## src/rtl/int_seq_pkg.sv

```systemverilog
// Shared types and constants for the interrupt/halt sequencer.
package int_seq_pkg;

  localparam int unsigned DATA_W = 8;

  // Sequencer FSM states
  typedef enum logic [1:0] {
    ST_RUN  = 2'd0,
    ST_SERV = 2'd1,
    ST_WAIT = 2'd2,
    ST_STOP = 2'd3
  } state_e;

  // Source selected at an opcode-fetch take
  typedef enum logic [1:0] {
    SRC_RES = 2'd0,
    SRC_NMI = 2'd1,
    SRC_IRQ = 2'd2,
    SRC_BRK = 2'd3
  } src_e;

  localparam logic [DATA_W-1:0] VEC_NMI_DEF = 8'hFA;
  localparam logic [DATA_W-1:0] VEC_RES_DEF = 8'hFC;
  localparam logic [DATA_W-1:0] VEC_IRQ_DEF = 8'hFE;
  localparam logic [DATA_W-1:0] OP_BRK      = 8'h00;
  localparam logic [DATA_W-1:0] OP_WAI_DEF  = 8'hCB;
  localparam logic [DATA_W-1:0] OP_STP_DEF  = 8'hDB;

  // Fixed priority RESET > NMI > IRQ; BRK when no interrupt is pending
  function automatic src_e pick_src(input logic res, input logic nmi, input logic irq_en);
    if (res)         return SRC_RES;
    else if (nmi)    return SRC_NMI;
    else if (irq_en) return SRC_IRQ;
    else             return SRC_BRK;
  endfunction

endpackage

```

## src/rtl/int_seq_if.sv

```systemverilog
// Core-side bus between the ctl FSM (master) and the interrupt sequencer (slave).
//   I, sync, rdy, DB, vec_done : ctl -> sequencer
//   force_brk, vec, B, no_we, halt : sequencer -> ctl
interface int_seq_if;
  import int_seq_pkg::*;

  logic              I;
  logic              sync;
  logic              rdy;
  logic [DATA_W-1:0] DB;
  logic              vec_done;
  logic              force_brk;
  logic [DATA_W-1:0] vec;
  logic              B;
  logic              no_we;
  logic              halt;

  modport master (
    output I, sync, rdy, DB, vec_done,
    input  force_brk, vec, B, no_we, halt
  );

  modport slave (
    input  I, sync, rdy, DB, vec_done,
    output force_brk, vec, B, no_we, halt
  );

endinterface

```

## src/rtl/int_seq_edge_sync.sv

```systemverilog
// NMI pin synchronizer (STAGES flops, 0 = direct) followed by a rising-edge detector.
//   clk, reset : clock, async active-high reset
//   din        : asynchronous input pin
//   rise_c     : one-cycle pulse on a 0->1 transition of the synchronized input
module int_seq_edge_sync #(
  parameter int unsigned STAGES = 2
) (
  input  logic clk,
  input  logic reset,
  input  logic din,
  output logic rise_c
);

  logic sync_c;
  logic hist;

  generate
    if (STAGES == 0) begin : g_direct
      assign sync_c = din;
    end else begin : g_sync
      logic [STAGES-1:0] sr;

      // Synchronizer shift chain
      always_ff @(posedge clk or posedge reset) begin
        if (reset) begin
          sr <= '0;
        end else begin
          sr[0] <= din;
          for (int i = 1; i < int'(STAGES); i++) sr[i] <= sr[i-1];
        end
      end

      assign sync_c = sr[STAGES-1];
    end
  endgenerate

  // Edge history; cleared by reset so a pin held high through reset gives one edge
  always_ff @(posedge clk or posedge reset) begin
    if (reset) hist <= 1'b0;
    else       hist <= sync_c;
  end

  assign rise_c = sync_c & ~hist;

endmodule

```

## src/rtl/int_seq.sv

```systemverilog
// Interrupt and halt sequencer: arbitrates RESET/NMI/IRQ/BRK at opcode fetch, supplies the
// vector low byte and stacked B flag, blocks writes during reset, and handles WAI/STP.
//   clk, reset : clock, async active-high reset
//   nmi        : NMI pin (rising-edge, asynchronous)
//   irq        : IRQ pin (level, sampled at take)
//   bus        : slave side of int_seq_if (I, sync, rdy, DB, vec_done in;
//                force_brk (comb), vec, B, no_we, halt (registered) out)
module int_seq
  import int_seq_pkg::*;
#(
  parameter int unsigned       NMI_SYNC = 2,
  parameter logic [DATA_W-1:0] VEC_NMI  = VEC_NMI_DEF,
  parameter logic [DATA_W-1:0] VEC_RES  = VEC_RES_DEF,
  parameter logic [DATA_W-1:0] VEC_IRQ  = VEC_IRQ_DEF,
  parameter logic [DATA_W-1:0] OP_WAI   = OP_WAI_DEF,
  parameter logic [DATA_W-1:0] OP_STP   = OP_STP_DEF
) (
  input  logic     clk,
  input  logic     reset,
  input  logic     nmi,
  input  logic     irq,
  int_seq_if.slave bus
);

  state_e            state, state_d;
  logic              res_pend, res_pend_d;
  logic              nmi_pend, nmi_pend_d;
  logic [DATA_W-1:0] vec_q, vec_d;
  logic              b_q, b_d;
  logic              no_we_q, no_we_d;
  logic              halt_q, halt_d;

  logic nmi_rise_c;
  logic take_c;
  logic irq_en_c;
  logic intr_c;
  logic serv_take_c;
  src_e src_c;

  int_seq_edge_sync #(.STAGES(NMI_SYNC)) u_nmi_sync (
    .clk    (clk),
    .reset  (reset),
    .din    (nmi),
    .rise_c (nmi_rise_c)
  );

  // Arbitration at opcode fetch
  assign take_c      = bus.sync & bus.rdy & ~halt_q;
  assign irq_en_c    = irq & ~bus.I;
  assign intr_c      = res_pend | nmi_pend | irq_en_c;
  assign src_c       = pick_src(res_pend, nmi_pend, irq_en_c);
  assign serv_take_c = take_c & (intr_c | (bus.DB == OP_BRK));

  assign bus.force_brk = take_c & intr_c;

  // State and output registers
  always_ff @(posedge clk or posedge reset) begin
    if (reset) begin
      state    <= ST_RUN;
      res_pend <= 1'b1;
      nmi_pend <= 1'b0;
      vec_q    <= VEC_RES;
      b_q      <= 1'b0;
      no_we_q  <= 1'b1;
      halt_q   <= 1'b0;
    end else begin
      state    <= state_d;
      res_pend <= res_pend_d;
      nmi_pend <= nmi_pend_d;
      vec_q    <= vec_d;
      b_q      <= b_d;
      no_we_q  <= no_we_d;
      halt_q   <= halt_d;
    end
  end

  // Next-state logic; rdy=0 freezes every transition
  always_comb begin
    state_d = state;
    case (state)
      ST_RUN: begin
        if (take_c) begin
          if (serv_take_c)            state_d = ST_SERV;
          else if (bus.DB == OP_WAI)  state_d = ST_WAIT;
          else if (bus.DB == OP_STP)  state_d = ST_STOP;
        end
      end
      ST_SERV: if (bus.rdy && bus.vec_done)        state_d = ST_RUN;
      // Wake ignores I; a masked irq just resumes at the next opcode
      ST_WAIT: if (bus.rdy && (nmi_pend || irq))   state_d = ST_RUN;
      ST_STOP: state_d = ST_STOP;
    endcase
  end

  // Output / pending-bit next values
  always_comb begin
    res_pend_d = res_pend;
    nmi_pend_d = nmi_pend | nmi_rise_c;
    vec_d      = vec_q;
    b_d        = b_q;
    no_we_d    = no_we_q;

    if (state == ST_RUN && serv_take_c) begin
      case (src_c)
        SRC_RES: begin
          vec_d      = VEC_RES;
          b_d        = 1'b0;
          no_we_d    = 1'b1;
          res_pend_d = 1'b0;
        end
        SRC_NMI: begin
          vec_d      = VEC_NMI;
          b_d        = 1'b0;
          no_we_d    = 1'b0;
          // A fresh edge in the same cycle keeps NMI pending
          nmi_pend_d = nmi_rise_c;
        end
        SRC_IRQ: begin
          vec_d   = VEC_IRQ;
          b_d     = 1'b0;
          no_we_d = 1'b0;
        end
        SRC_BRK: begin
          vec_d   = VEC_IRQ;
          b_d     = 1'b1;
          no_we_d = 1'b0;
        end
      endcase
    end

    if (state == ST_SERV && bus.rdy && bus.vec_done) no_we_d = 1'b0;

    halt_d = (state_d == ST_WAIT) || (state_d == ST_STOP);
  end

  assign bus.vec   = vec_q;
  assign bus.B     = b_q;
  assign bus.no_we = no_we_q;
  assign bus.halt  = halt_q;

endmodule

```

## src/flat_wrapper.sv

```systemverilog
// flat-port wrapper written by rule: the top's interface ports become plain ports
module int_seq_flat import int_seq_pkg::*;
#(
  parameter int unsigned       NMI_SYNC = 2,
  parameter logic [DATA_W-1:0] VEC_NMI  = VEC_NMI_DEF,
  parameter logic [DATA_W-1:0] VEC_RES  = VEC_RES_DEF,
  parameter logic [DATA_W-1:0] VEC_IRQ  = VEC_IRQ_DEF,
  parameter logic [DATA_W-1:0] OP_WAI   = OP_WAI_DEF,
  parameter logic [DATA_W-1:0] OP_STP   = OP_STP_DEF
)
  (clk, reset, nmi, irq, bus_I, bus_sync, bus_rdy, bus_DB, bus_vec_done, bus_force_brk, bus_vec, bus_B, bus_no_we, bus_halt);
  int_seq_if bus_i ();
  input  logic clk;
  input  logic reset;
  input  logic nmi;
  input  logic irq;
  input wire logic [$bits(bus_i.I)-1:0] bus_I;
  input wire logic [$bits(bus_i.sync)-1:0] bus_sync;
  input wire logic [$bits(bus_i.rdy)-1:0] bus_rdy;
  input wire logic [$bits(bus_i.DB)-1:0] bus_DB;
  input wire logic [$bits(bus_i.vec_done)-1:0] bus_vec_done;
  output wire logic [$bits(bus_i.force_brk)-1:0] bus_force_brk;
  output wire logic [$bits(bus_i.vec)-1:0] bus_vec;
  output wire logic [$bits(bus_i.B)-1:0] bus_B;
  output wire logic [$bits(bus_i.no_we)-1:0] bus_no_we;
  output wire logic [$bits(bus_i.halt)-1:0] bus_halt;
  assign bus_i.I = bus_I;
  assign bus_i.sync = bus_sync;
  assign bus_i.rdy = bus_rdy;
  assign bus_i.DB = bus_DB;
  assign bus_i.vec_done = bus_vec_done;
  assign bus_force_brk = bus_i.force_brk;
  assign bus_vec = bus_i.vec;
  assign bus_B = bus_i.B;
  assign bus_no_we = bus_i.no_we;
  assign bus_halt = bus_i.halt;
  int_seq #(.NMI_SYNC(NMI_SYNC), .VEC_NMI(VEC_NMI), .VEC_RES(VEC_RES), .VEC_IRQ(VEC_IRQ), .OP_WAI(OP_WAI), .OP_STP(OP_STP)) u_core (.clk(clk), .reset(reset), .nmi(nmi), .irq(irq), .bus(bus_i));
endmodule
```

## config.mk

```make
export PLATFORM = sky130hd
export DESIGN_NAME = int_seq_flat
export DESIGN_NICKNAME = d
export VERILOG_FILES = /design/src/rtl/int_seq_pkg.sv /design/src/rtl/int_seq_if.sv /design/src/rtl/int_seq_edge_sync.sv /design/src/rtl/int_seq.sv /design/src/flat_wrapper.sv
export SDC_FILE = /design/constraint.sdc
export NUM_CORES = 1
export LEC_CHECK = 0
export CAP_MARGIN = 20
export CORE_MARGIN = 2
export CORE_UTILIZATION = 40
export CTS_CLUSTER_SIZE = 25
export DETAILED_ROUTE_END_ITERATION = 8
export GPL_ROUTABILITY_DRIVEN = 0
export PLACE_DENSITY = 0.81
export SYNTH_ARGS = -nofsm -noshare
export SYNTH_HDL_FRONTEND = slang
export SYNTH_HIERARCHICAL = 1
export SYNTH_SLANG_ARGS = --single-unit
```

## constraint.sdc

```tcl
create_clock -name clk -period 1.5 [get_ports clk]
set_input_delay 0.3 -clock clk [delete_from_list [all_inputs] [get_ports clk]]
set_output_delay 0.3 -clock clk [all_outputs]
set_load 0.05 [all_outputs]
```

==> run_results.csv <==
group,metric,value,unit
die,initial_utilization,0.4228,
clock_tree,cts_root_buf,"clkbuf_4",
routing,wl_per_cell,14.24,um
synth,synth_top_family_by_area,"simple AND/OR/NAND/NOR gates",
grt,grtUsageTotal,0.1867,
grt,grt_pass1_vias,559,
setup_path,worstSetupStartpointType,"flop",
synth,synth_fa_ha_area_frac,0,
finish,areaGrowthSynthToFinish,57.37,%
routing,via_per_inst,5.127,
die,die_height,43.90,um
power,power_density,1033,mW/mm2
synth,synth_ff_type,"dfrtp_1",
die,die_area,0.001927,mm2
placement,place_hpwl,1089,um
synth,synthArstFlopShare,1.000,
clock_tree,clock_sinks,11,
synth,synth_cells,57,
finish,fillers,126,
synth,synth_xor_xnor_area_share,0,
setup_path,critical_path_class,"flop to output port",
sta,fin_ws,-109.9,ps
finish,fin_cells,102,
synth,synth-simple-area-share,0.2613,
setup_path,cp.arrival,1310,ps
routing,ant_nets,0,
synth,ys_seq_area_frac,0.4381,
setup_path,critical_path_required,1200,ps
synth,netlist_top_cells_count,"8 x dfrtp_1, 6 x buf_4, 5 x inv_1, 3 x dfstp_2, 3 x nor2_1",
outcome,failed_checks,"setup timing",
setup_path,worstPathMaxFanout,2,
routing,drt_pass1_iterations,2,
grt,grt_max_degree,12,
routing,drc,0,
routing,vias,523,
placement,place_area,932.1,um2
synth,synth.area.top_cells,"dfrtp_1 31%, dfstp_2 12%, buf_4 7.1%, a2111oi_4 4.3%, nor4_2 3.9%",
clock_tree,clk_pin_slew,70,ps
finish,final_area,0.001002,mm2
sta,hold_violations,0,
min_path,min_path_type,"input port to asynchronous set/reset pin",
synth,synth.distinct_cells,32,
sta,drv_slew,0,
routing,drt_iter0_drc,13,
synth,synthMuxAreaShare,0,
die,die_w,43.90,um
setup_path,max_stage_delay,380,ps
clock_tree,numCtsBuffers,3,
finish,drive_above_1_share,0.3721,
synth,synth_edf_count,0,
run,maxCapViolCount,0,
synth,synth_top_area_cell,"dfrtp_1",
synth,syn_area_per_cell,11.17,um2
setup_path,cp_slowest_cell,"or3_4",
grt,grt_pass1_wl,2532,um
finish,nets,103,
sta,final-setup-viol-count,1,
synth,syn_area,636.9,um2
synth,synth_compound_area_frac,0.1709,
sta,max_freq,621.1,MHz
synth,synth.most_common_cell,"dfrtp_1",
synth,yosysWarningCount,6,
sta,fin_crit,1610,ps
clock_tree,cts_tree,"built",
clock_tree,holdBufCountCts,0,
clock_tree,clockBufferDepth,2,
sta,period_share,1.073,
die,io_pins,28,
grt,antenna_found_initial,0,
sta,rsz0062_at_grt,"yes",
power,p_leak,0.4597,nW
die,rows,14,
setup_path,cp.buffers_inverters,1,
placement,place_inst,96,
clock_tree,htreeDepth,1,
synth,yosys.area.top_type_share,0.3143,
synth,synth_seq_cells,11,
setup_path,cp_top_family,"simple AND/OR/NAND/NOR gates",
grt,grt-ovfl-total,0,
die,design.core.area,0.001506,mm2
sta,fin_worst_skew,0.3675,ps
setup_path,endpoint_kind,"output port",
routing,drt-total-wl,1452,um
clock_tree,clk_latency,270,ps
finish,antennaDiodeCount,0,
power,vdd.ir_drop.worst,0.7954,mV
placement,io_buffers,21,
setup_path,cp_cell_sequence,"or3_4 > nor2b_4 > buf_12",
setup_path,reg2reg_slack,150,ps
power,finalPower,1.035,mW
sta,fin_hold_ws,209.8,ps
outcome,status,"finished, violations left",
sta,fin_tns_setup,-109.9,ps
[layout make-up]
type	count	area [um2]	share of cell area
clock buffers	4	26.28	0.02622
repair buffers	28	321.6	0.3208
flip-flops and latches	11	280.3	0.2797
well taps	16	20.02	0.01998
multi-input cells	38	335.3	0.3346
inverters	5	18.77	0.01873
[placed cells by master, fill, tap and decap left out, types with 2 or more instances in the layout]
cell type        synthesis  layout
and2b_2                  2       2
buf_12                   0       6
buf_4                    6       7
clkbuf_4                 0       3
clkdlybuf4s50_1          0      13
conb_1                   2       6
dfrtp_1                  8       7
dfstp_2                  3       3
inv_1                    5       5
nand3b_1                 2       2
nor2_1                   3       3
nor2b_4                  1       3
nor4_4                   0       2
[path summary, 6_finish.rpt]
| path | from | end | depth (start not counted) |
|---|---|---|---|
| max in group asynchronous | reset | u_core/bus.vec[2] | 2 |
| hold reg to reg | u_core/u_nmi_sync/g_sync.sr[0] | u_core/u_nmi_sync/g_sync.sr[1] | 0 |
| setup / recovery | u_core/res_pend | bus_force_brk | 3 |
| hold / removal | reset | u_core/u_nmi_sync/hist | 2 |
| min in group clk | u_core/u_nmi_sync/g_sync.sr[0] | u_core/u_nmi_sync/g_sync.sr[1] | 0 |
| setup reg to reg | flop | u_core/bus.no_we | 4 |
[power by group]
part,internal (mW),leakage (nW),switching [mW]
Combinational,0.212,0.318,0.225
Clock,0.103,0.0150,0.102
Sequential,0.347,0.127,0.0467
Total,0.662,0.460,0.373
[cell families (layout without fill, tap and decap cells)]
group,count (synthesis),in the layout
simple gates,21,21
buf+inv,12,37
compound gates,11,11
flops,11,11
other cells,2,6
[layer usage]
layer / track usage / up-vias / share of wire
li1: - / 253 / -
met1: 0.2147 / 243 / 0.40
met2: 0.2971 / 21 / 0.50
met3: 0.05417 / 6 / 0.073
met4: 0.1273 / 0 / 0.028
met5: 0 / - / 0
[per-stage QoR]
stage            util  setup WS (ps)
4_1_cts        0.6561         -118.4
6_report       0.6653         -109.9
2_1_floorplan       -          78.82
5_1_grt        0.6653         -154.2
3_5_place_dp   0.6188         -300.7
3_3_place_gp   0.6188         -276.6
[what timing repair did]
| item | CTS | global route |
|---|---|---|
| buffers inserted | 2 | 0 |
| gates resized for setup | 6 | 2 |
| endpoints found under the setup margin | 4 | 4 |
| pin swaps | 2 | 0 |
| gates cloned | 0 | 0 |
Note: power is estimated with default switching activity, not from simulation.
